## src/rtl/deserializer.sv

```systemverilog
// rtl/deserializer.sv - serial-to-parallel receiver with 2-entry output buffer
// Rebuilds LSB-first WIDTH-bit words framed by frame_sync; flags short frames and overruns.
module deserializer #(
  parameter int WIDTH = 32
) (
  input  logic             clk,
  input  logic             rst_n,
  input  logic             serial_data,
  input  logic             frame_sync,
  input  logic             clear_err,
  output logic [WIDTH-1:0] out_data,
  output logic             out_valid,
  input  logic             out_ready,
  output logic             overrun,
  output logic             frame_err
);

  localparam int CW = $clog2(WIDTH);
  localparam logic [CW-1:0] LAST = CW'(WIDTH - 1);

  logic             sync_d;
  logic [CW-1:0]    cnt;
  logic [WIDTH-1:0] sr;
  logic [WIDTH-1:0] word;

  logic [WIDTH-1:0] mem [2];
  logic             rd_ptr;
  logic             wr_ptr;
  logic [1:0]       count;

  logic push_req;
  logic full;
  logic pop;
  logic do_push;
  logic drop;

  assign word     = {serial_data, sr[WIDTH-1:1]};
  assign push_req = sync_d && (cnt == LAST);
  assign full     = (count == 2'd2);
  assign pop      = out_valid && out_ready;
  // A pop frees a slot at the same edge, so a full buffer can still take the word.
  assign do_push  = push_req && (!full || pop);
  assign drop     = push_req && full && !pop;

  assign out_valid = (count != 2'd0);
  assign out_data  = mem[rd_ptr];

  always_ff @(posedge clk or negedge rst_n) begin
    if (!rst_n) begin
      sync_d    <= 1'b0;
      cnt       <= '0;
      sr        <= '0;
      frame_err <= 1'b0;
    end else begin
      sync_d    <= frame_sync;
      frame_err <= 1'b0;
      if (sync_d) begin
        sr  <= word;
        cnt <= (cnt == LAST) ? '0 : cnt + 1'b1;
      end else if (cnt != '0) begin
        cnt       <= '0;
        frame_err <= 1'b1;
      end
    end
  end

  always_ff @(posedge clk or negedge rst_n) begin
    if (!rst_n) begin
      mem[0]  <= '0;
      mem[1]  <= '0;
      rd_ptr  <= 1'b0;
      wr_ptr  <= 1'b0;
      count   <= 2'd0;
      overrun <= 1'b0;
    end else begin
      if (do_push) begin
        mem[wr_ptr] <= word;
        wr_ptr      <= ~wr_ptr;
      end
      if (pop) begin
        rd_ptr <= ~rd_ptr;
      end
      case ({do_push, pop})
        2'b10:   count <= count + 2'd1;
        2'b01:   count <= count - 2'd1;
        default: count <= count;
      endcase
      // Set has priority over clear so a coincident overrun is never lost.
      if (drop) begin
        overrun <= 1'b1;
      end else if (clear_err) begin
        overrun <= 1'b0;
      end
    end
  end

endmodule

```

## config.mk

```make
export PLATFORM = sky130hd
export DESIGN_NAME = deserializer
export DESIGN_NICKNAME = d
export VERILOG_FILES = /design/src/rtl/deserializer.sv
export SDC_FILE = /design/constraint.sdc
export NUM_CORES = 1
export LEC_CHECK = 0
export CORE_ASPECT_RATIO = 1.1
export CORE_MARGIN = 3
export CORE_UTILIZATION = 37
export DETAILED_ROUTE_END_ITERATION = 6
export PLACE_DENSITY = 0.65
export SLEW_MARGIN = 30
export SYNTH_ARGS = -nofsm -noshare
export SYNTH_HDL_FRONTEND = slang
export SYNTH_SLANG_ARGS = --single-unit
```

## constraint.sdc

```tcl
create_clock -name clk -period 2.6 [get_ports clk]
set_clock_uncertainty 0.1 [all_clocks]
set_input_delay 0.52 -clock clk [delete_from_list [all_inputs] [get_ports clk]]
set_output_delay 0.52 -clock clk [all_outputs]
set_load 0.02 [all_outputs]
```

==> PnR_summary.wiki <==
{| class="wikitable"
! Metric !! Value
|-
| Commonest non-fill, non-tap cells in the layout || sky130_fd_sc_hd__mux2_2, sky130_fd_sc_hd__dfrtp_1, sky130_fd_sc_hd__clkdlybuf4s50_1
|-
| Post-synthesis adder-cell area fraction || under 10%
|-
| Part of the cycle the worst path needs || between 90% and 100%
|-
| Most area-hungry cell type in the Yosys netlist || sky130_fd_sc_hd__dfrtp_1
|-
| CTS tree || done
|-
| Combinational cell fraction of total power || 9.0%
|-
| Placed Instances || between 400 and 500
|-
| Primary FF master, synth || sky130_fd_sc_hd__dfrtp_1
|-
| DRC marker count from the first detailed-route iteration || 73
|-
| Outcome || complete, no violations
|-
| Number of placed I/O pins || 41
|-
| Wire length of the first global-routing pass || between 10000 and 15000 µm
|-
| Max Buffers Root-to-Sink || 2
|-
| Tightest slew margin relative to the limit || slightly above 60%
|-
| Total number of placement rows || roughly 40
|-
| Relative area change from synthesis to final layout || 18.48%
|-
| Starting density of the core || between 30% and 40%
|-
| Max-slew violations || 0
|-
| Core area || between 0.01 and 0.015 mm²
|-
| Clock Power Share || between 30% and 40%
|-
| Die H || about 120 µm
|-
| Insertion delay of the later-clocked pin in the worst-skew pair || between 0.3 and 0.4 ns
|-
| Detailed-route DRC error count || 0
|-
| Hold violation count in the final report || 0
|-
| Unrepaired setup endpoints after global routing || no
|-
| Share of the synthesized area in compound gates (AO/OA/AOI/OAI) || 0.3586%
|-
| Post-route worst hold slack || between 0.1 and 0.15 ns
|-
| Root buffer cell || sky130_fd_sc_hd__clkbuf_16
|-
| Path class of the lowest-slack min-delay path || primary input to async pin
|-
| Most common cell after layout, fill and taps aside || sky130_fd_sc_hd__mux2_2
|-
| Static leakage power || ~2.5 nW
|-
| Part of the Yosys area used for sequential elements || 59.03%
|-
| Routability congestion estimate from global placement || roughly 0.74
|-
| H-tree lvl count || 3
|-
| YS warnings || 0
|-
| Worst Path Arrival || ~1.9 ns
|-
| Post-detail-place hpwl || between 4000 and 5000 µm
|-
| Post-Synth Simple-Gate Area || 3.228%
|-
| Sequential cell fraction of total power || approximately 57%
|-
| Category of the worst setup path capture point || primary output
|-
| Count of cell types in the netlist || 25
|-
| Count of antenna diodes in the layout || 0
|-
| Final worst slack || 0.1011 ns
|-
| Number of nets in the layout || between 300 and 400
|-
| Count of mapped cells out of synthesis || roughly 290
|-
| Switching power || 887.4 µW
|-
| Fin crit period || roughly 2.5 ns
|-
| Xor and xnor fraction of the mapped netlist area || between 1 and 1.5%
|-
| Setup Crit Path Kind || flop to primary output
|-
| Fmax || 0.4002 GHz
|-
| Transition at the pin with the smallest max-transition slack || approximately 0.57 ns
|-
| Overall routing resource usage || a little under an eighth
|-
| Cells taking the most area after synthesis || sky130_fd_sc_hd__dfrtp_1, sky130_fd_sc_hd__mux2_2, sky130_fd_sc_hd__mux2_4
|-
| Via total after detailed routing || approximately 2400
|-
| Antenna-violating nets left || 0
|-
| Pin count of the biggest net entering global routing || between 100 and 150
|-
| Critical path required time || 1.98 ns
|-
| Post-Place Worst Slack || around 0.24 ns
|-
| Non-Filler Instances || slightly below 500
|-
| Initial antenna violation count || 0
|-
| Ratio of cells with drive above 1 in the final layout || 44.31%
|-
| Main combinational cell family by area after synthesis || multiplexers
|-
| Wire per inst || roughly 16 µm
|-
| Internal || 2.753 mW
|-
| Post-synthesis register bit count || 107
|-
| Remaining global-route overflow || 0
|-
| Maximum vdd ir drop || roughly 340 µV
|-
| Clock sink total || approximately 110
|-
| Critical path fanouts, max || 21
|-
| Average footprint of a synthesized cell || about 16 µm²
|-
| Async SR Flop Fraction || 100.0%
|-
| Share of the synthesized area in the top cell type || around 59%
|-
| Setup slack of the worst register-to-register path || between 0.3 and 0.4 ns
|-
| Number of buffers created by CTS || 9
|-
| Total negative slack for setup checks || 0 ns
|-
| Total nets after synthesis || between 200 and 300
|-
| Die Footprint || 0.01362 mm²
|-
| Post-synthesis instance area || between 0.004 and 0.005 mm²
|-
| Final routed wirelength across all metal layers || around 7600 µm
|-
| Vias per inst || slightly below 5
|-
| Switching part of the total power || between 20% and 30%
|-
| Number of detailed-route iterations in the first pass || 3
|-
| Via count of the first global-routing pass || about 2600
|-
| # Max-Cap Violations || 0
|-
| Die width || 111.6 µm
|-
| CP Launch Type || flop
|-
| Power per cell area || about 680 mW/mm²
|-
| Port bufs || 40
|-
| EDFF count, synth || 0
|-
| Multiplexer share of the synthesized area || about a third
|-
| Number of setup buffers added after CTS || 0
|-
| Clk slew on worst S/H paths || approximately 0.070 ns
|-
| Final setup vio count || 0
|}
area by class of cell:
cell class / count / area, µm²
well taps: 150 / 187.7
fillers: 1060 / 6374
multi-input cells: 161 / 1742
repair buffers: 48 / 486.7
clock buffers: 11 / 242.7
inverters: 3 / 11.26
clock inverters: 4 / 26.28
flip-flops and latches: 107 / 2678
through the flow:
step,cell area [µm²],util [%],power [mW]
floorplan,4536,-,2.291
detailed placement,5101,43.42,2.446
finish,5374,45.75,3.641
global route,5374,45.75,3.834
global placement,5101,43.42,2.425
CTS,5370,45.71,3.697
path summary, 6_finish.rpt:
path                          from          end  depth (start not counted)
setup reg to reg            cnt[0]       mem[3]                          7
hold / removal               rst_n      mem[46]                          2
setup / recovery            rd_ptr  out_data[0]                          3
max in group asynchronous    rst_n       cnt[2]                          2
min in group clk           mem[55]      mem[55]                          1
hold reg to reg            mem[55]      mem[55]                          1
registers in the layout (all words and copies together), names as in the netlist:
name,flops
frame_err,1
sr,31
wr_ptr,1
mem,64
cnt,5
overrun,1
count,2
rd_ptr,1
sync_d,1
power by group through the flow:
stage | combinational (mW) | sequential [mW] | clock [mW]
CTS | 0.337 | 2.08 | 1.28
finish | 0.328 | 2.08 | 1.24
global route | 0.368 | 2.12 | 1.35
floorplan | 0.244 | 2.05 | 0
detailed placement | 0.334 | 2.11 | 0
global placement | 0.322 | 2.10 | 0
cells in the mapped netlist (3+ instances only):
| library cell | count |
|---|---|
| sky130_fd_sc_hd__buf_2 | 6 |
| sky130_fd_sc_hd__buf_6 | 6 |
| sky130_fd_sc_hd__dfrtp_1 | 107 |
| sky130_fd_sc_hd__ha_1 | 4 |
| sky130_fd_sc_hd__inv_1 | 3 |
| sky130_fd_sc_hd__mux2_1 | 7 |
| sky130_fd_sc_hd__mux2_2 | 110 |
| sky130_fd_sc_hd__mux2_4 | 10 |
| sky130_fd_sc_hd__nand2_1 | 3 |
| sky130_fd_sc_hd__nor2_1 | 4 |
| sky130_fd_sc_hd__xnor2_1 | 4 |
| sky130_fd_sc_hd__xor2_1 | 3 |
routing by layer:
| metal | share of wire [%] | vias up | global-route usage (%) |
|---|---|---|---|
| met4 | 1.2 | 0 | 4.791 |
| met2 | 50 | 27 | 19.65 |
| met3 | 1.7 | 6 | 1.590 |
| met5 | 0 | - | 0 |
| met1 | 47 | 1252 | 15.90 |
| li1 | - | 1101 | - |
timing repair:
item,CTS,global route
hold buffers,0,0
setup endpoints to repair,0,21
resized for setup,0,1
hold endpoints to repair,0,0
logic make-up after synthesis:
family	Yosys count
AOI/OAI and AO/OA	3
buffers and inverters	17
muxes	127
and+or+nand+nor	20
xor gates and xnor gates	7
DFF	107
adders and majority gates	4
worst max-delay path: stages, from the launching register on:
cell                              delay [ns]
sky130_fd_sc_hd__dfrtp_1                0.36
sky130_fd_sc_hd__buf_6                  0.25
sky130_fd_sc_hd__mux2_2                 0.39
sky130_fd_sc_hd__clkdlybuf4s50_1        0.54
Power figures use the tool's default switching activity.
